[src/rtl/mdu_pkg.sv]
// Shared encodings and constants for the iterative multiply/divide unit.
package mdu_pkg;

  localparam int MDU_WIDTH = 32;
  localparam int MDU_ITERS = 32;

  typedef enum logic [1:0] {
    MD_MULT  = 2'b00,
    MD_MULTU = 2'b01,
    MD_DIV   = 2'b10,
    MD_DIVU  = 2'b11
  } md_op_e;

  typedef enum logic [1:0] {
    IDLE = 2'b00,
    RUN  = 2'b01,
    FIN  = 2'b10
  } state_e;

endpackage

[src/rtl/mdu_if.sv]
// Start/busy/done handshake and operand/result bus between the execute stage and the MDU.
interface mdu_if
  import mdu_pkg::*;
#(
  parameter int WIDTH = MDU_WIDTH
);
  logic             start;
  logic [1:0]       op;
  logic [WIDTH-1:0] a;
  logic [WIDTH-1:0] b;
  logic             busy;
  logic             done;
  logic [WIDTH-1:0] hi;
  logic [WIDTH-1:0] lo;
  logic             div_by_zero;

  modport master (
    output start, op, a, b,
    input  busy, done, hi, lo, div_by_zero
  );

  modport slave (
    input  start, op, a, b,
    output busy, done, hi, lo, div_by_zero
  );
endinterface

[src/rtl/mdu_step.sv]
// One combinational iteration: add-and-shift-right for multiply, shift-left-and-trial-subtract for divide.
module mdu_step
  import mdu_pkg::*;
#(
  parameter int WIDTH = MDU_WIDTH
) (
  input  logic               div,
  input  logic [2*WIDTH-1:0] acc,
  input  logic [WIDTH-1:0]   opnd,
  output logic [2*WIDTH-1:0] acc_nxt
);

  logic [WIDTH:0] sum;
  logic [WIDTH:0] shifted;
  logic [WIDTH:0] trial;

  always_comb begin
    sum     = {1'b0, acc[2*WIDTH-1:WIDTH]} + {1'b0, opnd};
    // Partial remainder shifted left with the next dividend bit; never exceeds 2*divisor-1.
    shifted = acc[2*WIDTH-1:WIDTH-1];
    trial   = shifted - {1'b0, opnd};
    acc_nxt = '0;
    if (div) begin
      if (!trial[WIDTH]) acc_nxt = {trial[WIDTH-1:0], acc[WIDTH-2:0], 1'b1};
      else               acc_nxt = {shifted[WIDTH-1:0], acc[WIDTH-2:0], 1'b0};
    end else if (acc[0]) begin
      acc_nxt = {sum, acc[WIDTH-1:1]};
    end else begin
      acc_nxt = {1'b0, acc[2*WIDTH-1:1]};
    end
  end

endmodule

[src/rtl/mdu.sv]
// Iterative 32-cycle multiply / restoring divide producing HI/LO behind a start/busy/done handshake.
// Define MDU_DIV_EN to build the divider; without it DIV/DIVU finish at once leaving HI/LO untouched.
module mdu
  import mdu_pkg::*;
#(
  parameter int WIDTH = MDU_WIDTH
) (
  input logic   clk,
  input logic   reset,
  mdu_if.slave  bus
);

`ifdef MDU_DIV_EN
  localparam bit DIV_HW = 1'b1;
`else
  localparam bit DIV_HW = 1'b0;
`endif

  state_e             state, state_nxt;
  logic [5:0]         cnt;
  logic               busy_r, done_r, dbz_r;
  logic [WIDTH-1:0]   hi_r, lo_r;

  logic [2*WIDTH-1:0] acc, acc_nxt;
  logic [WIDTH-1:0]   opnd, a_raw;
  logic               div_r, sa_r, sb_r, zdiv_r;

  md_op_e             op_in;
  logic               accept, div_in, sgn_in;
  logic [2*WIDTH-1:0] prod;
  logic [WIDTH-1:0]   res_hi, res_lo;
  logic               res_dbz;

  function automatic logic [WIDTH-1:0] cneg(input logic [WIDTH-1:0] v, input logic neg);
    return neg ? -v : v;
  endfunction

  function automatic logic [2*WIDTH-1:0] cneg2(input logic [2*WIDTH-1:0] v, input logic neg);
    return neg ? -v : v;
  endfunction

  assign op_in  = md_op_e'(bus.op);
  assign div_in = (op_in == MD_DIV) || (op_in == MD_DIVU);
  assign sgn_in = (op_in == MD_MULT) || (op_in == MD_DIV);
  assign accept = (state == IDLE) && bus.start;

  mdu_step #(.WIDTH(WIDTH)) u_step (
    .div     (div_r & DIV_HW),
    .acc     (acc),
    .opnd    (opnd),
    .acc_nxt (acc_nxt)
  );

  always_comb begin
    state_nxt = state;
    case (state)
      IDLE: if (bus.start) state_nxt = (div_in && (!DIV_HW || bus.b == '0)) ? FIN : RUN;
      RUN:  if (cnt == 6'd1) state_nxt = FIN;
      FIN:  state_nxt = IDLE;
      default: state_nxt = IDLE;
    endcase
  end

  // Sign fix-up applied on the way into HI/LO; magnitudes come straight from the core.
  always_comb begin
    prod    = cneg2(acc, sa_r ^ sb_r);
    res_hi  = hi_r;
    res_lo  = lo_r;
    res_dbz = 1'b0;
    if (!div_r) begin
      res_hi = prod[2*WIDTH-1:WIDTH];
      res_lo = prod[WIDTH-1:0];
    end else if (DIV_HW) begin
      if (zdiv_r) begin
        res_hi  = a_raw;
        res_lo  = '1;
        res_dbz = 1'b1;
      end else begin
        res_hi = cneg(acc[2*WIDTH-1:WIDTH], sa_r);
        res_lo = cneg(acc[WIDTH-1:0], sa_r ^ sb_r);
      end
    end
  end

  always_ff @(posedge clk or posedge reset) begin
    if (reset) begin
      state  <= IDLE;
      cnt    <= '0;
      busy_r <= 1'b0;
      done_r <= 1'b0;
      dbz_r  <= 1'b0;
      hi_r   <= '0;
      lo_r   <= '0;
    end else begin
      state  <= state_nxt;
      busy_r <= (state_nxt != IDLE);
      done_r <= (state == FIN);
      dbz_r  <= (state == FIN) && res_dbz;
      if (accept)              cnt <= 6'(MDU_ITERS);
      else if (state == RUN)   cnt <= cnt - 6'd1;
      if (state == FIN) begin
        hi_r <= res_hi;
        lo_r <= res_lo;
      end
    end
  end

  // Operand capture on the accepted start, then one iteration per RUN cycle.
  always_ff @(posedge clk) begin
    if (accept) begin
      a_raw  <= bus.a;
      div_r  <= div_in;
      sa_r   <= sgn_in & bus.a[WIDTH-1];
      sb_r   <= sgn_in & bus.b[WIDTH-1];
      zdiv_r <= (bus.b == '0);
      opnd   <= cneg(bus.b, sgn_in & bus.b[WIDTH-1]);
      acc    <= {{WIDTH{1'b0}}, cneg(bus.a, sgn_in & bus.a[WIDTH-1])};
    end else if (state == RUN) begin
      acc <= acc_nxt;
    end
  end

  assign bus.busy        = busy_r;
  assign bus.done        = done_r;
  assign bus.div_by_zero = dbz_r;
  assign bus.hi          = hi_r;
  assign bus.lo          = lo_r;

endmodule

[src/flat_wrapper.sv]
// flat-port wrapper written by rule: the top's interface ports become plain ports
module mdu_flat import mdu_pkg::*;
#(
  parameter int WIDTH = MDU_WIDTH
)
  (clk, reset, bus_start, bus_op, bus_a, bus_b, bus_busy, bus_done, bus_hi, bus_lo, bus_div_by_zero);
  mdu_if #(.WIDTH(WIDTH)) bus_i ();
  input logic clk;
  input logic reset;
  input wire logic [$bits(bus_i.start)-1:0] bus_start;
  input wire logic [$bits(bus_i.op)-1:0] bus_op;
  input wire logic [$bits(bus_i.a)-1:0] bus_a;
  input wire logic [$bits(bus_i.b)-1:0] bus_b;
  output wire logic [$bits(bus_i.busy)-1:0] bus_busy;
  output wire logic [$bits(bus_i.done)-1:0] bus_done;
  output wire logic [$bits(bus_i.hi)-1:0] bus_hi;
  output wire logic [$bits(bus_i.lo)-1:0] bus_lo;
  output wire logic [$bits(bus_i.div_by_zero)-1:0] bus_div_by_zero;
  assign bus_i.start = bus_start;
  assign bus_i.op = bus_op;
  assign bus_i.a = bus_a;
  assign bus_i.b = bus_b;
  assign bus_busy = bus_i.busy;
  assign bus_done = bus_i.done;
  assign bus_hi = bus_i.hi;
  assign bus_lo = bus_i.lo;
  assign bus_div_by_zero = bus_i.div_by_zero;
  mdu #(.WIDTH(WIDTH)) u_core (.clk(clk), .reset(reset), .bus(bus_i));
endmodule
[config.mk]
export PLATFORM = sky130hd
export DESIGN_NAME = mdu_flat
export DESIGN_NICKNAME = d
export VERILOG_FILES = /design/src/rtl/mdu_pkg.sv /design/src/rtl/mdu_if.sv /design/src/rtl/mdu_step.sv /design/src/rtl/mdu.sv /design/src/flat_wrapper.sv
export SDC_FILE = /design/constraint.sdc
export NUM_CORES = 1
export LEC_CHECK = 0
export CAP_MARGIN = 20
export CORE_MARGIN = 1
export CORE_UTILIZATION = 50
export CTS_CLUSTER_SIZE = 28
export DETAILED_ROUTE_END_ITERATION = 16
export PLACE_DENSITY = 0.73
export RECOVER_POWER = 50
export SYNTH_ARGS = -nofsm -noshare
export SYNTH_HDL_FRONTEND = slang
export SYNTH_SLANG_ARGS = --single-unit
[constraint.sdc]
create_clock -name clk -period 6.15 [get_ports clk]
set_clock_uncertainty 0.05 [all_clocks]
set_input_delay 1.5375 -clock clk [delete_from_list [all_inputs] [get_ports clk]]
set_output_delay 1.5375 -clock clk [all_outputs]
set_load 0.03 [all_outputs]
**Word-level counts from Yosys, hierarchy flattened**

Cells that the tools add are included.
W data, S select, Z words.

- Multiplexer cells: 12
- Equality and inequality tests: 5
- Bitwise operators: 4
- Shifts and indexed selects: 0
- Reductions and logical operators: 8
- Multiply operators: 0
- Magnitude comparators: 0
- Div/mod/pow operators: 0
- Add/sub/neg operators: 5

Operator list:

| cell | count |
|---|---|
| $mux W32 | 4 |
| $mux W64 | 2 |
| $neg A32 Y32 | 2 |
| $neg A64 Y64 | 1 |
| $add A32 B32 Y33 | 1 |
| $mux W6 | 2 |
| $eq A2 B2 Y1 const B | 3 |
| $eq A6 B1 Y1 const B | 1 |
| $mux W2 | 3 |
| $sub A6 B1 Y6 const B | 1 |
| $logic_not A2 Y1 | 2 |
| $pmux W2 S2 | 1 |
| $reduce_bool A2 Y1 | 2 |
| $and A1 B1 Y1 | 2 |
| $eq A2 B1 Y1 const B | 1 |
| $logic_or A1 B1 Y1 | 2 |
| $reduce_and A2 Y1 | 1 |
| $logic_and A1 B1 Y1 | 1 |
| $not A1 Y1 | 1 |
| $xor A1 B1 Y1 | 1 |

- Bits in latches: 0
- ROM bits: 0
- Memory bits (writable): 0
- Input bits: 69
- Memories: 0
- Bits in registers: 173

**Depth between registers and ports, before layout**

Gate-level depths: netlist of the first run.

- Depth after elaboration: 6
- Gate-level depth with buffers: 12
- Gate-level depth less buffers: 10

**Hierarchy**

A second synthesis of the first run with hierarchy kept.

- Cell total of the unflattened synthesis: 1599
- Area total of the unflattened synthesis: 13683.1 µm²

By module, submodules not included:

| module | sequential area each (µm²) | times used | cells each | area an instance (µm²) |
|---|---|---|---|---|
| mdu | 4504.3 | 1 | 907 | 8836.0 |
| mdu_step | 0.0 | 1 | 692 | 4847.1 |

**Least setup slack after synthesis of the first run**

Ideal clock, no wire load.

- Path type: input port to flip-flop
- Start point: input bus_a[8]
- End point: register u_core.acc[29] (data pin)
- Stages on the path: 8
- Setup slack: 2.257 ns
- Data required time: 5.833 ns
- Data arrival time: 3.576 ns
- Library setup time: 0.267 ns
- Cells stage by stage: or3_1 or4_1 or3_1 nor2_1 nand3_1 o41ai_1 xor2_1 o21ai_0

- Longest elaborated chain between the ends: 3

Ends and longest elaborated chain:

| what | line | text |
|---|---|---|
| from (decl) | flat_wrapper.sv:12 | `input wire logic [$bits(bus_i.a)-1:0] bus_a;` |
| $neg A32 Y32 | mdu.sv:35 | `return neg ? -v : v;` |
| $mux W32 | mdu.sv:35 |  |
| $mux W32 | mdu.sv:110 | `if (accept) begin` |
| to (signal assigned) | mdu.sv:117 | `acc <= {{WIDTH{1'b0}}, cneg(bus.a, sgn_in & bus.a[WIDTH-1])};` |
| to (signal assigned) | mdu.sv:119 | `acc <= acc_nxt;` |
| to (decl) | mdu.sv:24 | `logic [2*WIDTH-1:0] acc, acc_nxt;` |

No other way between the ends.
A chain may end at the register's enable or synchronous reset.

**Final worst setup path of the first run**

- Start point: input bus_start
- End point: register u_core.acc[55]

- Longest elaborated chain between the ends: 1

Ends and longest elaborated chain:

| what | line | text |
|---|---|---|
| from (decl) | flat_wrapper.sv:10 | `input wire logic [$bits(bus_i.start)-1:0] bus_start;` |
| $logic_and A1 B1 Y1 | mdu.sv:45 | `assign accept = (state == IDLE) && bus.start;` |

No other way between the ends.

==> results_dict.tcl, run 1 <==
set metrics [dict create \
    power.switching_mw 1.778 \
    path_cells "dlygate4sd3_1, nand2_2, clkbuf_1, o21ai_0, a211oi_1" \
    clk_latency_ns 0.43 \
    cp_slowest_cell "clkbuf_1" \
    finalHoldViolCount 0 \
    setup_viol 0 \
    combPwrFrac_pct 37.0 \
    path_clk_slew_ns 0.06 \
    cpPeakStageDelay_ns 2.09 \
    p_int_mw 2.925 \
    post_cts_buffers 0 \
    r2r-end "u_core.bus.lo[9]$_DFFE_PP0P_" \
    r2r_cells 4 \
    cts_resized 0 \
    synthToLayoutAreaGrowth_pct 20.13 \
    htreeDepth 4 \
    fill_cells 1865 \
    p_seq_share_pct 38.5 \
    arrival_ns 5.07 \
    drtIter0Drc 664 \
    clockBufferDepth 2 \
    synth_async_sr_flop_share_pct 42.77 \
    vdd_drop_max_mv 0.2122 \
    avgSynthCellArea_um2 8.832 \
    synth_edf_count 67 \
    totalWireLength_um 26720 \
    hold_path_class "reg2reg" \
    track_usage_pct 25.31 \
    die_height_um 148.2 \
    wl_per_cell_um 16.70 \
    synth-seq-area-share_pct 42.15 \
    rsz0062_at_grt "false" \
    r2r_slack_ns 1.83 \
    hold_path_depth 2 \
    drv_cap 5 \
    fin_crit_ns 4.785 \
    diodes 0 \
    nets 1419 \
    power_leakage_nw 5.055 \
    syn-cell-area_um2 10690 \
    initial_core_util_pct 51.00 \
    hp-start "u_core.bus.lo[23]$_DFFE_PP0P_" \
    run_status "finished with violations" \
    hold_end "u_core.bus.lo[23]$_DFFE_PP0P_" \
    hpwlAfterDp_um 19800 \
    postRouteAntennaNets 0 \
    setup_tns_ns 0 \
    post_synth_inst_count 1210 \
    synth_nets 1317 \
    pwr-share-clk_pct 24.5 \
    grt_pass1_vias 8799 \
    yosys-top-cells-area "edfxtp_1, dfrtp_1, o21ai_0" \
    via_per_inst 5.733 \
    fmaxAchievable_mhz 209.0 \
    yosysTopAreaCellShare_pct 18.83 \
    gp_congestion 0.8812 \
    first_pass_iters 10 \
    cts_buffers 17 \
    drc 0 \
    p_sw_share_pct 37.80 \
    overflow 0 \
    io_pins 136 \
    yosysUniqueCellTypes 63 \
    finalCritPeriodShare_pct 77.81 \
    std_cell_rows 53 \
    synthFlopType "dfrtp_1" \
    yosys.area.top_type "edfxtp_1" \
    fin_util_pct 61.26 \
    die_w_um 148.2 \
    drv_slew 276 \
    maxSlewHeadroom_pct -102.0 \
    coreArea_um2 20960 \
    critPathCaptureType "flip-flop" \
    cp-start-kind "primary input" \
    yosysWarnings 0 \
    num_vias 9172 \
    grt_pass1_wl_um 43980 \
    grt_max_degree 129 \
    reg2reg_from "u_core.state[1]$_DFF_PP0_" \
    violations "capacitance limit, slew limit" \
    ys_seq_elements 173 \
    cts_hold_buf 0 \
    critical_path_class "in2reg" \
    crit_fanout 78 \
    crit_required_ns 6.44 \
    io_buffer_count 134 \
    drive_gt1_share_pct 4.000 \
    power_density_nw_per_um2 366.3 \
    antenna_found_initial 0 \
    clock-sinks 173 \
    worst_pin_slew_ns 3.030 \
    cts_tree "yes" \
    cts-root-buf "clkbuf_16" \
    dieArea_um2 21960 \
]
-- flip-flops by register name, summed over array words and instances, names as in the netlist, 2 cells and up --
signal,flops
u_core.acc,64
u_core.bus.hi,32
u_core.bus.lo,32
u_core.cnt,6
u_core.opnd,32
u_core.state,2
-- cells in the final DEF (no fill, tap or decap), drive strengths merged, types with 13 or more instances in the layout --
cell	Yosys	final
o21ai	165	165
nand2	152	152
clkdlybuf4s50	0	129
a21oi	93	93
xor2	80	80
nor2	79	79
dfrtp	74	74
xnor2	68	68
edfxtp	67	67
ha	37	37
inv	30	34
nor3	33	33
dfxtp	32	32
clkbuf	55	26
o31ai	24	24
nand3	17	17
or3	16	16
nor4	15	15
nand2b	15	15
o41ai	15	15
and3	14	14
a31oi	13	13
-- metrics by stage --
step	hold WS [ns]	cells	power [mW]	instance area, µm²	setup WS, ns
final	0.4258	1600	4.702	12840	1.365
after global routing	0.4429	1600	5.020	12840	0.8641
after floorplan	0.4181	1210	3.064	10690	2.257
after global placement	0.4111	1567	3.511	12230	1.541
after detailed placement	0.4196	1567	3.537	12230	1.502
after CTS	0.4352	1599	4.693	12860	1.940
-- power by group through the flow --
| stage | clock network, mW | logic, mW | registers, mW |
|---|---|---|---|
| 2_1_floorplan | 0 | 1.37 | 1.69 |
| 3_3_place_gp | 0 | 1.71 | 1.80 |
| 3_5_place_dp | 0 | 1.72 | 1.81 |
| 4_1_cts | 1.16 | 1.74 | 1.79 |
| 5_1_grt | 1.22 | 1.96 | 1.84 |
| 6_report | 1.15 | 1.74 | 1.81 |
-- worst max path at each step --
stage | start | end | depth (start not counted)
final | bus_start | u_core.acc[55]$_SDFFE_PP0P_ | 5
after global routing | reset | u_core.bus.hi[13]$_DFFE_PP0P_ | 3
after CTS | bus_a[6] | u_core.acc[29]$_DFFE_PP_ | 9
after detailed placement | bus_a[6] | u_core.acc[29]$_DFFE_PP_ | 9
after global placement | bus_a[6] | u_core.acc[29]$_DFFE_PP_ | 9
after floorplan | bus_a[8] | u_core.acc[29]$_DFFE_PP_ | 8
-- cell usage after synthesis, types with 4 or more instances --
library cell    n
a211oi_1       12
a21o_1          8
a21oi_1        93
a221oi_1        4
a31oi_1        13
and2_1          6
and3_1         14
buf_1           4
clkbuf_1       55
dfrtp_1        74
dfxtp_1        32
edfxtp_1       67
ha_1           37
inv_1          30
mux2i_1        10
nand2_1       152
nand2b_1       14
nand3_1        16
nand4_1         8
nor2_1         79
nor2b_1         8
nor3_1         32
nor4_1         15
o211ai_1        7
o21ai_0       161
o21ai_1         4
o22ai_1        11
o31ai_1        23
o41ai_1        14
or2_2           4
or3_1          14
or4_1           5
xnor2_1        68
xor2_1         80
-- worst max-delay path, delay by kind of cell --
family,cells,cell delay (ns)
buffers and inverters,2,2.67
and+or+nand+nor,1,0.08
AOI/OAI and AO/OA,2,0.75
-- layout make-up --
cell class / instances / area [µm²] / area share (%)
multi-input cells: 945 / 5842 / 45.51
flip-flops and latches: 173 / 4504 / 35.09
repair buffers: 145 / 1401 / 10.92
clock buffers: 20 / 479.2 / 3.733
well taps: 275 / 344.1 / 2.680
clock inverters: 12 / 153.9 / 1.199
inverters: 30 / 112.6 / 0.8772
-- kinds of logic after synthesis --
kind of cell | share of synthesized area [%]
buffers and inverters | 3.349
AOI/OAI and AO/OA | 20.04
adders and majority gates | 4.519
muxes | 0.9367
and+or+nand+nor | 16.84
DFF | 42.15
xor gates and xnor gates | 12.13
other | 0.03509
-- per-layer routing --
metal  global-route usage (%)  vias to the layer above  part of all wire, %
met5                        0                        -                    0
met4                    9.227                        0                  2.3
met3                    3.282                       42                  4.4
met2                    42.93                      268                   48
met1                    33.05                     4304                   45
li1                         -                     4558                    -
(Power assumes the default switching activity.)
==> run 2, diff against run 1 <==
--- a/config.mk
+++ b/config.mk
@@ -10,7 +10,7 @@
 export CORE_UTILIZATION = 50
 export CTS_CLUSTER_SIZE = 28
 export DETAILED_ROUTE_END_ITERATION = 16
-export PLACE_DENSITY = 0.73
+export PLACE_DENSITY = 0.76
 export RECOVER_POWER = 50
 export SYNTH_ARGS = -nofsm -noshare
 export SYNTH_HDL_FRONTEND = slang
==> constraint.sdc (replaced) <==
create_clock -name clk -period 3.9 [get_ports clk]
set_clock_uncertainty 0.05 [all_clocks]
set_input_delay 0.975 -clock clk [delete_from_list [all_inputs] [get_ports clk]]
set_output_delay 0.975 -clock clk [all_outputs]
set_load 0.03 [all_outputs]
==> run 2 against run 1 <==
The run now ends clean. Clock power grew 40%. Flip-flop and latch count unchanged. Global-route usage rose by 0.15 points. Cell count grew 1.3%. Die area stayed put. Combinational power is 60% higher. Final area is 0.44% higher. Non-clock buffer count increased by 20. Register-to-register slack lost 1.2 ns. Sequential power up 58%. Worst setup slack worse by 0.94 ns. Critical path depth is 4 higher. Critical path type unchanged. Largest cell class unchanged. Largest power group unchanged.
==> results_dict.tcl, run 2 (synthesis results as in run 1) <==
set metrics [dict create \
    run_status "completed" \
    dpl_cell_area_um2 12390 \
    place_ws_ns -0.01407 \
    clock-sinks 173 \
    drv_cap 0 \
    worst_pin_slew_ns 1.394 \
    setup_tns_ns 0 \
    cp-start-kind "primary input" \
    post_cts_buffers 0 \
    critPathCaptureType "flip-flop" \
    std_cell_rows 53 \
    nets 1439 \
    cts-root-buf "clkbuf_16" \
    initial_core_util_pct 51.00 \
    totalWireLength_um 27220 \
    cp_common_cell "or3_1" \
    largest_reg_flops 64 \
    synthToLayoutAreaGrowth_pct 20.65 \
    cpPeakStageDelay_ns 0.47 \
    drive_gt1_share_pct 5.502 \
    grt_pass1_wl_um 43880 \
    p_total_mw 7.248 \
    setup_viol 0 \
    maxSlewHeadroom_pct 7.035 \
    regMostFlops "u_core.acc" \
    final_cell_mix "o21ai_0, nand2_1, clkdlybuf4s50_1" \
    dieArea_um2 21960 \
    diodes 0 \
    path_cells "clkdlybuf4s50_1, or3_1, or4_1, or3_1, nor2_1, nand3_1, o41ai_1, xor2_1, o21ai_0" \
    clockBufferDepth 2 \
    cts_buffers 17 \
    hpwlAfterDp_um 20470 \
    vdd_drop_max_mv 0.3385 \
    final_common_cell "o21ai_0" \
    finalCritPeriodShare_pct 89.04 \
    crit_fanout 3 \
    critPathTopFamily "simple AND/OR/NAND/NOR gates" \
    path_clk_slew_ns 0.06 \
    drtIter0Drc 610 \
    io_pins 136 \
    num_vias 9285 \
    cts_resized 0 \
    grt_max_degree 129 \
    fmaxAchievable_mhz 288.0 \
    crit_required_ns 3.97 \
    drv_slew 0 \
    power_leakage_nw 5.106 \
    cts_tree "yes" \
    rsz0062_at_grt "false" \
    setup_ws_ns 0.4273 \
    drc 0 \
    grt_pass1_vias 8573 \
    die_w_um 148.2 \
    fin_crit_ns 3.473 \
    io_buffer_count 134 \
    cp_slowest_cell "or4_1" \
    cp_num_buf_inv 1 \
    htreeDepth 4 \
    finalHoldViolCount 0 \
    cts_hold_buf 0 \
    postRouteAntennaNets 0 \
    track_usage_pct 25.46 \
    wl_per_cell_um 16.80 \
    via_per_inst 5.731 \
    clk_latency_ns 0.43 \
    seqCellArea_um2 4504 \
    antenna_found_initial 0 \
    first_pass_iters 7 \
    critical_path_class "in2reg" \
    hold_path_class "reg2reg" \
    coreArea_um2 20960 \
    gp_congestion 0.9039 \
    multi_input_area_um2 5842 \
    fill_cells 1854 \
    die_height_um 148.2 \
    power_density_nw_per_um2 562.1 \
    overflow 0 \
    stdcell_area_um2 12890 \
    arrival_ns 3.54 \
]
run 2: cell count changes in the layout (fill, tap and decap cells not counted), sizes merged:
cell,previous run,this run
buf,5,22
bufinv,3,1
clkbuf,26,27
clkinv,4,6
inv,34,36
run 2: worst paths after layout:
path                                               startpoint                       endpoint  slack (ns)  depth (start not counted)
min in group asynchronous                               reset   u_core.bus.hi[1]$_DFFE_PP0P_        1.16                          2
worst min register to register  u_core.bus.hi[12]$_DFFE_PP0P_  u_core.bus.hi[12]$_DFFE_PP0P_        0.43                          2
worst max-delay path                                 bus_a[8]       u_core.acc[29]$_DFFE_PP_        0.43                          9
worst min-delay path            u_core.bus.hi[12]$_DFFE_PP0P_  u_core.bus.hi[12]$_DFFE_PP0P_        0.43                          2
worst max register to register       u_core.acc[28]$_DFFE_PP_  u_core.bus.hi[18]$_DFFE_PP0P_        0.64                          8
max in group asynchronous                               reset   u_core.bus.lo[9]$_DFFE_PP0P_        0.94                          3
run 2: stage by stage:
step | instances | hold WS, ns | utilization [%]
floorplan | 1210 | 0.4181 | -
global placement | 1587 | 0.4102 | 59.12
detailed placement | 1587 | 0.4193 | 59.12
CTS | 1619 | 0.4336 | 61.73
global route | 1620 | 0.4574 | 61.53
finish | 1620 | 0.4285 | 61.53
run 2: area by class of cell:
cell class	count	share of cell area, %
repair buffers	165	11.98
multi-input cells	945	45.31
inverters	30	0.8734
flip-flops and latches	173	34.93
clock buffers	18	3.328
well taps	275	2.669
clock inverters	14	0.9025
run 2: worst register-to-register path: stages (launching register included):
cell	delay, ns
edfxtp_1	0.47
or4_1	0.52
nand2b_4	0.19
nand2b_1	0.26
nand2b_1	0.26
or3_1	0.58
o41ai_1	0.39
xor2_1	0.28
o21ai_1	0.10
run 2: per-layer routing:
layer  global-route usage [%]  vias up  part of all wire (%)  wire length, µm
li1                         -     4581                     -                -
met1                    33.59     4383                    44            11960
met4                    8.041        0                   1.9              508
met5                        0        -                     0                0
met2                    43.43      288                    49            13290
met3                    3.221       33                   5.4             1458
run 2: power by group:
group,total (mW),switching [mW],internal [mW]
registers,2.86,0.560,2.30
clock network,1.61,0.733,0.880
logic,2.78,1.53,1.24
==> run 3, diff against run 2 <==
--- a/config.mk
+++ b/config.mk
@@ -11,7 +11,7 @@
 export CTS_CLUSTER_SIZE = 28
 export DETAILED_ROUTE_END_ITERATION = 16
 export PLACE_DENSITY = 0.76
-export RECOVER_POWER = 50
+export RECOVER_POWER = 100
 export SYNTH_ARGS = -nofsm -noshare
 export SYNTH_HDL_FRONTEND = slang
 export SYNTH_SLANG_ARGS = --single-unit
==> run 3 against run 2 <==
Worst setup slack worse by 0.0041 ns. Final area fell by 0.26%. Clock power barely moved. Non-clock buffer count unchanged. Hold slack worse by 0.0049 ns. Global-route usage is the same. Maximum frequency decreased by 0.12%. Utilization shrank 0.16 points. Flip-flop and latch count unchanged. Critical endpoint is now u_core.bus.hi[31]$_DFFE_PP0P_. Largest cell class unchanged. Largest power group unchanged.
==> results_dict.tcl, run 3 (synthesis results as in run 1) <==
set metrics [dict create \
    run_status "completed" \
    stdcell_area_um2 12860 \
    totalWireLength_um 27230 \
    power_leakage_nw 5.306 \
    first_pass_iters 7 \
    critPathCaptureType "flip-flop" \
    num_vias 9219 \
    std_cell_rows 53 \
    crit_required_ns 4.11 \
    reg2reg_from "u_core.acc[21]$_DFFE_PP_" \
    track_usage_pct 25.46 \
    clk_latency_ns 0.43 \
    postRouteAntennaNets 0 \
    die_height_um 148.2 \
    setup_viol 0 \
    clockBufferDepth 2 \
    coreArea_um2 20960 \
    fin_crit_ns 3.477 \
    io_pins 136 \
    arrival_ns 3.68 \
    grt_max_degree 129 \
    grt_pass1_wl_um 43880 \
    power_density_nw_per_um2 562.8 \
    hold_path_depth 2 \
    final_common_cell "o21ai_0" \
    antenna_found_initial 0 \
    overflow 0 \
    vdd_drop_max_mv 0.3366 \
    r2r_slack_ns 0.42 \
    rsz0062_at_grt "false" \
    cts_buffers 17 \
    initial_core_util_pct 51.00 \
    post-place-cells 1587 \
    gp_congestion 0.9039 \
    cts_hold_buf 0 \
    cp-start-kind "flip-flop" \
    finalCritPeriodShare_pct 89.15 \
    fin_cells 1620 \
    drtIter0Drc 634 \
    hold_end "u_core.bus.hi[12]$_DFFE_PP0P_" \
    cts_resized 0 \
    critical_path_class "reg2reg" \
    drc 0 \
    die_w_um 148.2 \
    post_cts_buffers 0 \
    cts_tree "yes" \
    fmaxAchievable_mhz 287.6 \
    p_total_mw 7.237 \
    regMostFlops "u_core.acc" \
    grt_pass1_vias 8573 \
    path_clk_slew_ns 0.07 \
    hold_path_class "reg2reg" \
    finalHoldViolCount 0 \
    synthToLayoutAreaGrowth_pct 20.34 \
    fill_cells 1868 \
    largest_reg_flops 64 \
    setup_ws_ns 0.4232 \
    via_per_inst 5.691 \
    r2r_cells 10 \
    diodes 0 \
    cts-root-buf "clkbuf_16" \
    htreeDepth 4 \
    worst_pin_slew_ns 1.387 \
    dieArea_um2 21960 \
    clock-sinks 173 \
    r2r-end "u_core.bus.hi[31]$_DFFE_PP0P_" \
    place_ws_ns -0.01407 \
    wl_per_cell_um 16.81 \
    maxSlewHeadroom_pct 7.516 \
    io_buffer_count 134 \
    dpl_cell_area_um2 12390 \
    final_cell_mix "o21ai_0, nand2_1, a21oi_1" \
    drv_cap 0 \
    nets 1439 \
    drv_slew 0 \
    crit_fanout 12 \
    hp-start "u_core.bus.hi[12]$_DFFE_PP0P_" \
    drive_gt1_share_pct 4.684 \
    hpwlAfterDp_um 20470 \
]
## run 3: cell types whose count changed in the layout (fill, tap and decap cells not counted), sizes merged
cell / previous run / this run
buf: 22 / 13
clkbuf: 27 / 36
clkdlybuf4s50: 129 / 62
dlygate4sd3: 5 / 72
## run 3: routing by layer
metal	global-route usage, %	vias up	routed length (µm)
met5	0	-	0
met4	8.041	0	463
met2	43.43	265	13350
li1	-	4584	-
met1	33.59	4341	12160
met3	3.221	29	1254
## run 3: worst max-delay path by stage
stage                              from                            end  slack, ns
2_1_floorplan                  bus_a[8]       u_core.acc[29]$_DFFE_PP_       0.57
3_3_place_gp                   bus_a[8]       u_core.acc[29]$_DFFE_PP_       0.04
3_5_place_dp                   bus_a[8]       u_core.acc[29]$_DFFE_PP_      -0.01
4_1_cts                        bus_a[8]       u_core.acc[29]$_DFFE_PP_       0.44
5_1_grt        u_core.acc[22]$_DFFE_PP_  u_core.bus.hi[31]$_DFFE_PP0P_       0.15
6_report       u_core.acc[21]$_DFFE_PP_  u_core.bus.hi[31]$_DFFE_PP0P_       0.42
## run 3: report_power, final
group	total, mW	switching [mW]	internal, mW
Combinational	2.77	1.54	1.24
Sequential	2.85	0.556	2.30
Clock	1.61	0.731	0.880
## run 3: stage by stage
step	hold slack (ns)	setup TNS [ns]	utilization, %
floorplan	0.4181	0	-
detailed placement	0.4193	-0.01407	59.12
global placement	0.4102	0	59.12
global route	0.4521	0	61.37
CTS	0.4336	0	61.73
finish	0.4236	0	61.37
## run 3: final cells by class
cell class              instances  area [µm²]  share of cell area, %
flip-flops and latches        173        4504                  35.03
repair buffers                165        1511                  11.75
multi-input cells             945        5842                  45.43
clock inverters                14       116.4                 0.9049
inverters                      30       112.6                 0.8757
well taps                     275       344.1                  2.676
clock buffers                  18       429.2                  3.337
## run 3: worst max-delay path: stages, from the launching register on
cell and delay (ns):
edfxtp_1 0.44, or3_1 0.40, or2_0 0.25, nor4_1 0.36, nand4_1 0.21, clkbuf_1 0.33, nor4_1 0.25, clkbuf_1 0.36
a21oi_1 0.15, xnor2_1 0.38, o21ai_0 0.13
